<file path="config.mk">
export PLATFORM = sky130hd
export DESIGN_NAME = psoc_dac_sched
export DESIGN_NICKNAME = d
export VERILOG_FILES = /design/src/rtl/psoc_dac_sched.sv
export SDC_FILE = /design/constraint.sdc
export NUM_CORES = 1
export LEC_CHECK = 0
export ABC_AREA = 0
export CAP_MARGIN = 20
export CORE_MARGIN = 2
export CORE_UTILIZATION = 50
export CTS_BUF_LIST = sky130_fd_sc_hd__clkbuf_8 sky130_fd_sc_hd__clkbuf_16
export CTS_CLUSTER_SIZE = 30
export DETAILED_ROUTE_END_ITERATION = 16
export HOLD_SLACK_MARGIN = 0.03
export PLACE_DENSITY = 0.77
export SYNTH_ARGS = -nofsm -noshare
export SYNTH_HDL_FRONTEND = slang
export SYNTH_SLANG_ARGS = --single-unit
</file>
<file path="constraint.sdc">
create_clock -name clk -period 4.9 [get_ports clk]
set_input_delay 0.735 -clock clk [delete_from_list [all_inputs] [get_ports clk]]
set_output_delay 0.735 -clock clk [all_outputs]
set_load 0.03 [all_outputs]
</file>
<file path="src/rtl/psoc_dac_sched.sv">
// rtl/psoc_dac_sched.sv - sample scheduler sharing the psoc_dac sample port between two stereo sources
//
// Holds the sample presented to psoc_dac, refills it after every DAC read pulse and
// selects, prioritises or mixes the two sources. Flags underruns.
//
// Optional feature macro: PSOC_DAC_SCHED_STATS_EN (adds clr_stats / underrun_cnt).
//
// Ports:
//   clk, rst_n          clock, asynchronous active-low reset
//   mode[1:0]           0=s0 only, 1=s1 only, 2=priority s1 over s0, 3=mix s0+s1
//   mute                load a zero sample (sources are still consumed)
//   s0_data/valid/ready CPU/DMA stereo source, [23:0] left, [47:24] right
//   s1_data/valid/ready tone generator stereo source, same format
//   dac_data[47:0]      sample presented to psoc_dac fifo_data
//   dac_ready           psoc_dac fifo_ready, one-cycle pulse = dac_data consumed
//   underrun            one-cycle pulse per underrun event
//   clr_stats           (stats build) clear underrun counter, wins over increment
//   underrun_cnt        (stats build) saturating underrun counter

module psoc_dac_sched #(
   parameter int TIMEOUT = 1024
`ifdef PSOC_DAC_SCHED_STATS_EN
   , parameter int CNT_W = 16
`endif
) (
   input  logic        clk,
   input  logic        rst_n,
   input  logic [1:0]  mode,
   input  logic        mute,
   input  logic [47:0] s0_data,
   input  logic        s0_valid,
   output logic        s0_ready,
   input  logic [47:0] s1_data,
   input  logic        s1_valid,
   output logic        s1_ready,
   output logic [47:0] dac_data,
   input  logic        dac_ready,
   output logic        underrun
`ifdef PSOC_DAC_SCHED_STATS_EN
   , input  logic             clr_stats
   , output logic [CNT_W-1:0] underrun_cnt
`endif
);

   typedef enum logic [1:0] {
      ST_WAIT  = 2'd0,
      ST_FETCH = 2'd1,
      ST_LOAD  = 2'd2
   } state_t;

   localparam int TW = 11;
   localparam logic [TW-1:0] TMO_LAST = TW'(TIMEOUT - 1);

   state_t          state_q, state_d;
   logic [1:0]      mode_q, mode_d;
   logic            mute_q, mute_d;
   logic [TW-1:0]   cnt_q, cnt_d;
   logic            got0_q, got0_d, got1_q, got1_d;
   logic [47:0]     cap0_q, cap0_d, cap1_q, cap1_d;
   logic [47:0]     dac_q, dac_d;
   logic            load_und;
   logic            req0, req1, done;
   logic [47:0]     src0, src1, mix;

   // Signed 24-bit add with saturation to the 24-bit range.
   function automatic logic [23:0] sat_add(input logic [23:0] a, input logic [23:0] b);
      logic [24:0] s;
      s = {a[23], a} + {b[23], b};
      if (s[24] != s[23]) begin
         sat_add = s[24] ? 24'h800000 : 24'h7FFFFF;
      end else begin
         sat_add = s[23:0];
      end
   endfunction

   // Missing sources contribute zero to the mix.
   assign src0 = got0_q ? cap0_q : 48'd0;
   assign src1 = got1_q ? cap1_q : 48'd0;
   assign mix  = {sat_add(src0[47:24], src1[47:24]), sat_add(src0[23:0], src1[23:0])};

   assign req0 = (mode_q != 2'd1);
   assign req1 = (mode_q != 2'd0);

   always_comb begin
      state_d  = state_q;
      mode_d   = mode_q;
      mute_d   = mute_q;
      cnt_d    = cnt_q;
      got0_d   = got0_q;
      got1_d   = got1_q;
      cap0_d   = cap0_q;
      cap1_d   = cap1_q;
      dac_d    = dac_q;
      s0_ready = 1'b0;
      s1_ready = 1'b0;
      load_und = 1'b0;
      done     = 1'b0;
      unique case (state_q)
         ST_WAIT: begin
            if (dac_ready) begin
               state_d = ST_FETCH;
               mode_d  = mode;
               mute_d  = mute;
               cnt_d   = '0;
               got0_d  = 1'b0;
               got1_d  = 1'b0;
               cap0_d  = '0;
               cap1_d  = '0;
            end
         end
         ST_FETCH: begin
            s0_ready = req0 & ~got0_q;
            s1_ready = req1 & ~got1_q;
            if (s0_valid && s0_ready) begin
               got0_d = 1'b1;
               cap0_d = s0_data;
            end
            if (s1_valid && s1_ready) begin
               got1_d = 1'b1;
               cap1_d = s1_data;
            end
            cnt_d = cnt_q + 1'b1;
            // Priority mode finishes on s1 alone; s0 only serves as timeout fallback.
            unique case (mode_q)
               2'd0:    done = got0_d;
               2'd1:    done = got1_d;
               2'd2:    done = got1_d;
               default: done = got0_d & got1_d;
            endcase
            if (done || cnt_q == TMO_LAST) begin
               state_d = ST_LOAD;
            end
         end
         ST_LOAD: begin
            state_d = ST_WAIT;
            unique case (mode_q)
               2'd0: begin
                  dac_d    = src0;
                  load_und = ~got0_q;
               end
               2'd1: begin
                  dac_d    = src1;
                  load_und = ~got1_q;
               end
               2'd2: begin
                  dac_d    = got1_q ? src1 : src0;
                  load_und = ~got0_q & ~got1_q;
               end
               default: begin
                  dac_d    = mix;
                  load_und = ~(got0_q & got1_q);
               end
            endcase
            if (mute_q) begin
               dac_d = '0;
            end
         end
         default: state_d = ST_WAIT;
      endcase
   end

   always_ff @(posedge clk or negedge rst_n) begin
      if (!rst_n) begin
         state_q <= ST_WAIT;
         mode_q  <= '0;
         mute_q  <= 1'b0;
         cnt_q   <= '0;
         got0_q  <= 1'b0;
         got1_q  <= 1'b0;
         cap0_q  <= '0;
         cap1_q  <= '0;
         dac_q   <= '0;
      end else begin
         state_q <= state_d;
         mode_q  <= mode_d;
         mute_q  <= mute_d;
         cnt_q   <= cnt_d;
         got0_q  <= got0_d;
         got1_q  <= got1_d;
         cap0_q  <= cap0_d;
         cap1_q  <= cap1_d;
         dac_q   <= dac_d;
      end
   end

   assign dac_data = dac_q;

   // A DAC read while a refill is still in progress means it re-read a stale sample.
   assign underrun = load_und | ((state_q != ST_WAIT) & dac_ready);

`ifdef PSOC_DAC_SCHED_STATS_EN
   logic [CNT_W-1:0] ucnt_q, ucnt_d;

   always_comb begin
      ucnt_d = ucnt_q;
      if (clr_stats) begin
         ucnt_d = '0;
      end else if (underrun && !(&ucnt_q)) begin
         ucnt_d = ucnt_q + 1'b1;
      end
   end

   always_ff @(posedge clk or negedge rst_n) begin
      if (!rst_n) begin
         ucnt_q <= '0;
      end else begin
         ucnt_q <= ucnt_d;
      end
   end

   assign underrun_cnt = ucnt_q;
`endif

endmodule

</file>
# Yosys cells after proc, flatten, opt, wreduce, memory -nomap -nowiden

Index checks and enable logic that the tools add are counted.

Input port bits: 104
Word-level logic and storage cells: 80
Output and inout bits: 51
Flip-flop bits (word level): 162

Add/subtract/negate cells: 3
Bitwise operators: 10
Muxes and demuxes: 32
Equal/unequal tests: 12
Reduce and logical (&&, ||, !) cells: 14

Operator list:

| operator                                               | count |
|---|---|
| two-way mux 48 bit                                     | 7 |
| case mux 48 bit (2 select lines)                       | 2 |
| case mux 48 bit (3 select lines)                       | 1 |
| two-way mux 24 bit                                     | 4 |
| adder 24 x 24 -> 25 bit                                | 2 |
| case mux 11 bit (2 select lines)                       | 1 |
| adder 11 x 1 -> 11 bit (second input constant)         | 1 |
| equality test 11 x 10 -> 1 bit (second input constant) | 1 |
| two-way mux 11 bit                                     | 1 |
| two-way mux 1 bit                                      | 9 |
| inequality test 2 bit (second input constant)          | 4 |
| AND 1 bit                                              | 6 |
| case mux 1 bit (2 select lines)                        | 3 |
| AND reduction 2 bit                                    | 3 |
| AND reduction 3 bit                                    | 2 |
| nonzero test 2 bit                                     | 3 |
| equality test 2 x 1 -> 1 bit (second input constant)   | 2 |
| equality test 2 bit (second input constant)            | 2 |
| logical NOT 2 bit                                      | 2 |
| two-way mux 2 bit                                      | 2 |
| case mux 2 bit (2 select lines)                        | 1 |
| NOT 1 bit                                              | 3 |
| case mux 1 bit (3 select lines)                        | 1 |
| logical AND 1 bit                                      | 2 |
| other kinds (5)                                        | 6 |

# Longest topological paths before layout

Depth after elaboration: 11
Depth in mapped cells: 21

# Worst setup path after synthesis

Ideal clock, no wire load.

Path type: flip-flop to flip-flop
Start point: reg got1_q
End point: reg dac_q[4] (netlist: dac_data[4])
Data arrival time: 4428 ps
Clock period less this slack: 4549 ps
Stages on the path, launching flop included: 21
Setup slack: 351 ps
Path buffers: 5
Library setup time: 122 ps
Cells stage by stage: dfrtp_1 -> buf_4 -> clkbuf_1 -> clkbuf_1 -> clkbuf_1 -> and2_1 -> ha_1 -> a21o_1 -> a21o_1 -> a21o_1 -> a211oi_1 -> o31ai_1 -> a311oi_1 -> o21ai_0 -> a21oi_1 -> xnor2_1 -> ha_1 -> clkbuf_1 -> nor2_1 -> o21ai_0 -> a32o_1

Longest elaborated chain between the ends: 6

Ends and longest elaborated chain:

| what                                                               | RTL line | text |
|---|---|---|
| from (decl)                                                        | 58       | `logic got0_q, got0_d, got1_q, got1_d;` |
| from (signal assigned)                                             | 179      | `got1_q <= got1_d;` |
| two-way mux 48 bit                                                 | 78       | `assign src1 = got1_q ? cap1_q : 48'd0;` |
| adder 24 x 24 -> 25 bit                                            | 68       | `s = {a[23], a} + {b[23], b};` |
| two-way mux 24 bit / inequality test 1 bit (equally long branches) | 70, 69   |  |
| two-way mux 24 bit                                                 | 69       | `if (s[24] != s[23]) begin` |
| case mux 48 bit (3 select lines) *                                 | 136      | `unique case (mode_q)` |
| two-way mux 48 bit *                                               | 154      | `if (mute_q) begin` |
| to (signal assigned)                                               | 172      | `dac_q <= '0;` |
| to (signal assigned)                                               | 182      | `dac_q <= dac_d;` |
| to (decl)                                                          | 60       | `logic [47:0] dac_q, dac_d;` |

Mark *: on every way between the ends. The rest lies on a longest branch, timed or not.
A chain may end at the register's enable or synchronous reset.

# Final worst setup path

Start point: reg got1_q
End point: reg dac_q[3] (netlist: dac_data[3])

The elaborated chain is that of the path after synthesis.

==> impl.org <==
** Run status
- The run finished with clean final reports.

** Final layout
- Measured on the finished design, the core utilization comes to 61.6%.
- The finished layout holds 1667 standard cells, fillers aside.
- Cells with a size suffix above 1 make up 6.82% of the layout.
- Once layout is done, the placed cells without fillers occupy 12900 um2.
- Commonest non-fill, non-tap cell in the layout :: sky130_fd_sc_hd__nand2_1
- Layout overhead on the synthesized area :: 21.7%
- Number of antenna cells inserted :: 0
- For this run, the post-layout net count is 1539.
- In the layout the commonest cells are sky130_fd_sc_hd__nand2_1, sky130_fd_sc_hd__dfrtp_1, sky130_fd_sc_hd__clkdlybuf4s50_1, sky130_fd_sc_hd__and2_1, sky130_fd_sc_hd__o21ai_0.

** Clock network
- Number of buffers created by CTS :: 17
- Worst-Skew Late Latency :: 440 ps
- The H-tree was split into 4 levels.
- TritonCTS built the clock tree.
- In this run the deepest clock path goes through 2 buffers.
- Post-CTS clock slew at the launch and capture registers of the worst setup and hold paths :: 70 ps
- CTS placed an instance of sky130_fd_sc_hd__clkbuf_16 at the clock tree root.
- Sinks on the clock net :: 162
- The number of hold buffers added after CTS was 0.
- # Post-CTS Setup Buffers :: 0

** Worst setup path
- Slowest stage cell, crit path :: sky130_fd_sc_hd__dfrtp_2
- The largest single stage delay on the critical path is 550 ps.
- Crit path arrival time :: 4760 ps
- Crit-path cells :: and2_1 > ha_1 > a21o_1 > a21o_1 > a21o_1 > a211oi_1 > o31ai_1 > a311oi_1 > o21ai_0 > a21oi_1 > xnor2_1 > ha_1 > inv_1 > nor3_1 > o21ai_0 > a32o_1
- Critical path data required time :: 5220 ps
- Top fanout value on the critical path :: 22
- The setup path with the least slack is of type reg -> reg.
- Measured in cells, the most critical reg-to-reg path has a length of 16.
- Cell occurring most often along the worst timing path :: sky130_fd_sc_hd__a21o_1
- STA classifies the critical path endpoint as a register.
- Kind of start point of the critical path :: register

** Placement
- HPWL Detailed :: 21400 um
- The number of placed instances, taps included, is 1634.
- Input and output buffers added on the ports amount to 154.
- Weighted congestion reported at the end of routability-driven placement :: 0.957
- In this run the cell area measured after placement is 12300 um2.

** Synth
- Synthesized area per cell :: 8.33 um2
- The number of different library cells used by synthesis comes to 65.
- Flop and latch count out of synthesis :: 162
- Number of cells produced by synthesis :: 1269
- Number of enable-type register cells in the synthesized netlist :: 0
- Post-synth net total :: 1429
- Among all flip-flop cells after synthesis, the most frequent one is sky130_fd_sc_hd__dfrtp_1.
- Portion of the post-synthesis area used by sequential elements :: 38.4%
- Number of warning messages in the yosys log :: 0
- Ys async rst share :: 100%
- Synthesized cell area :: 10600 um2

** STA
- Worst clock skew :: 12.1 ps
- The final critical path takes up 90.5% of the cycle.
- Fin crit period :: 4430 ps
- Final setup violation count :: 0
- The final count of pins violating max slew is 0.
- Based on the critical path, the design can be clocked at up to 0.226 GHz.
- Setup repair after global routing left no endpoint under its margin.
- After routing, the total negative slack on setup checks comes to 0 ps.
- Count of final hold-check violations :: 0
- Slew at the pin closest to its max-slew limit :: 1060 ps
- Worst slew margin relative to its limit :: 29.6%

** Route
- After detailed routing, the wire length on met1 is 13400 um.
- Top metal layer carrying routed signals :: met4
- Total met3 wirelength after detailed routing :: 2400 um
- Wire length reported by the detailed router :: 30200 um
- Dividing the detail-routed wire length by the instance count gives 18.1 um.
- Total number of vias :: 9929
- For this block, the initial DRC count from the detailed router was 848.
- The count of nets left with antenna violations once routing finished came out at 0.
- After detailed routing, the number of remaining DRC violations is 0.
- Pre-antenna DRT Iters :: 5
- Met2 routed wirelength :: 13600 um
- Using the TritonRoute via totals, the vias-per-cell ratio works out to 5.96.

** Floorplan
- Area inside the core boundary :: 20900 um2
- In this run the count of I/O pins placed on the die edge is 155.
- The floorplan step set the die width to 149 um.
- Die Y-Extent :: 149 um
- Die Outline Area :: 22300 um2
- Row count :: 53
- For this configuration, the core starts out at a cell density of 50.6%.

** Min path
- Class of the worst hold path :: in -> async

** GRT
- Largest net degree at the start of global routing :: 75
- In the global route stage, overall resource usage came out at 28.0%.
- The first global-routing pass estimated 49600 um of wire.
- The number of global-route vias before repair was 9682.
- Initial antenna violation count :: 0
- After global routing the overflow that remains totals 0.

** Power
- Total power :: 5970 uW
- Power density of the placed cells :: 464 nW/um2
- IR analysis of the VDD net gives a maximum drop of 512 uV.
- The analysis attributes to cell leakage a power of 0.00590 uW.

** Run
- Max-capacitance violation count :: 0
[metal layers]
metal | vias up | global-route usage [%]
li1 | 4688 | -
met1 | 4776 | 39.1
met2 | 411 | 44.3
met3 | 54 | 4.92
met4 | 0 | 9.00
met5 | - | 0
[where the power goes]
group | switching, uW | internal (uW)
Clock | 608 | 663
Sequential | 368 | 1740
Combinational | 1670 | 919
[cell families (layout without fill, tap and decap cells)]
logic type / count (synthesis) / in the layout / synth area share [%]
and+or+nand+nor: 567 / 567 / 24.6
muxes: 4 / 4 / 0.379
buffers and inverters: 103 / 226 / 3.97
DFF: 162 / 162 / 38.4
xor gates and xnor gates: 40 / 40 / 3.31
AOI/OAI and AO/OA: 337 / 337 / 22.7
adders and majority gates: 56 / 56 / 6.70
[synth_stat cells (all sizes together) (3+ instances only)]
library cell  count  share of area [%]
nand2           279                9.9
dfrtp           162                 38
o21ai            98                4.7
and2             96                5.7
clkbuf           68                2.4
nor2             66                2.3
nand3            65                3.1
a21oi            61                2.9
ha               55                6.5
a221oi           42                3.5
o31ai            26                2.8
a21o             20                1.4
xnor2            20                1.7
xor2             20                1.7
inv              18               0.64
buf              16               0.88
nor3             15               0.71
o211ai           15                1.1
a22o             13                1.1
and3             10               0.59
a221o             9               0.85
nor2b             9               0.53
o21a              8               0.57
nand2b            7               0.41
o21bai            7               0.50
a211oi            6               0.47
a32o              5               0.47
nand4             5               0.30
a31oi             4               0.24
mux2i             4               0.38
or3               4               0.24
a21boi            3               0.21
nor4              3               0.18
o41ai             3               0.25
[worst paths after layout]
check / to / slack, ps / startpoint
max in group asynchronous: got0_q$_DFFE_PN0P_ / 3420 / rst_n
worst max-delay path: dac_data[3]$_DFFE_PN0P_ / 470 / got1_q$_DFFE_PN0P_
worst max register to register: dac_data[3]$_DFFE_PN0P_ / 470 / got1_q$_DFFE_PN0P_
worst min register to register: dac_data[37]$_DFFE_PN0P_ / 490 / dac_data[37]$_DFFE_PN0P_
min in group clk: dac_data[37]$_DFFE_PN0P_ / 490 / dac_data[37]$_DFFE_PN0P_
worst min-delay path: cnt_q[3]$_DFFE_PN0P_ / 300 / rst_n
[cell type report]
cell class | count | area, um2
Clock buffer | 17 | 425
Clock inverter | 15 | 123
Fill cell | 1786 | 8030
Inverter | 19 | 71.3
Multi-Input combinational cell | 1004 | 6140
Sequential cell | 162 | 4060
Tap cell | 275 | 344
Timing Repair Buffer | 175 | 1710
[registers in the layout (all words and copies together) (netlist names)]
name / flops
cap0_q: 48
cap1_q: 48
dac_data: 48
cnt_q: 11
mode_q: 2
state_q: 2
got0_q: 1
got1_q: 1
mute_q: 1
[per-stage QoR]
stage                     setup WS [ps]  hold slack, ps
after floorplan                     351             439
after global placement              498             466
after detailed placement            306             474
after CTS                           302             333
after global routing               40.1             352
final                               466             303
[worst max-delay path: cells and delay by family (launching register included)]
family	cells	cell delay, ps
AO/OA/AOI/OAI	10	2180
AND/OR/NAND/NOR	2	730
adder cells (fa/ha/maj)	2	630
flip-flops	1	550
XOR/XNOR	1	110
buffers and inverters	1	110
[what timing repair did]
action | 4_1_cts | 5_1_grt
gates resized for setup | 0 | 2
hold endpoints to repair | 0 | 0
endpoints found under the setup margin | 0 | 16
(Power assumes the default switching activity.)
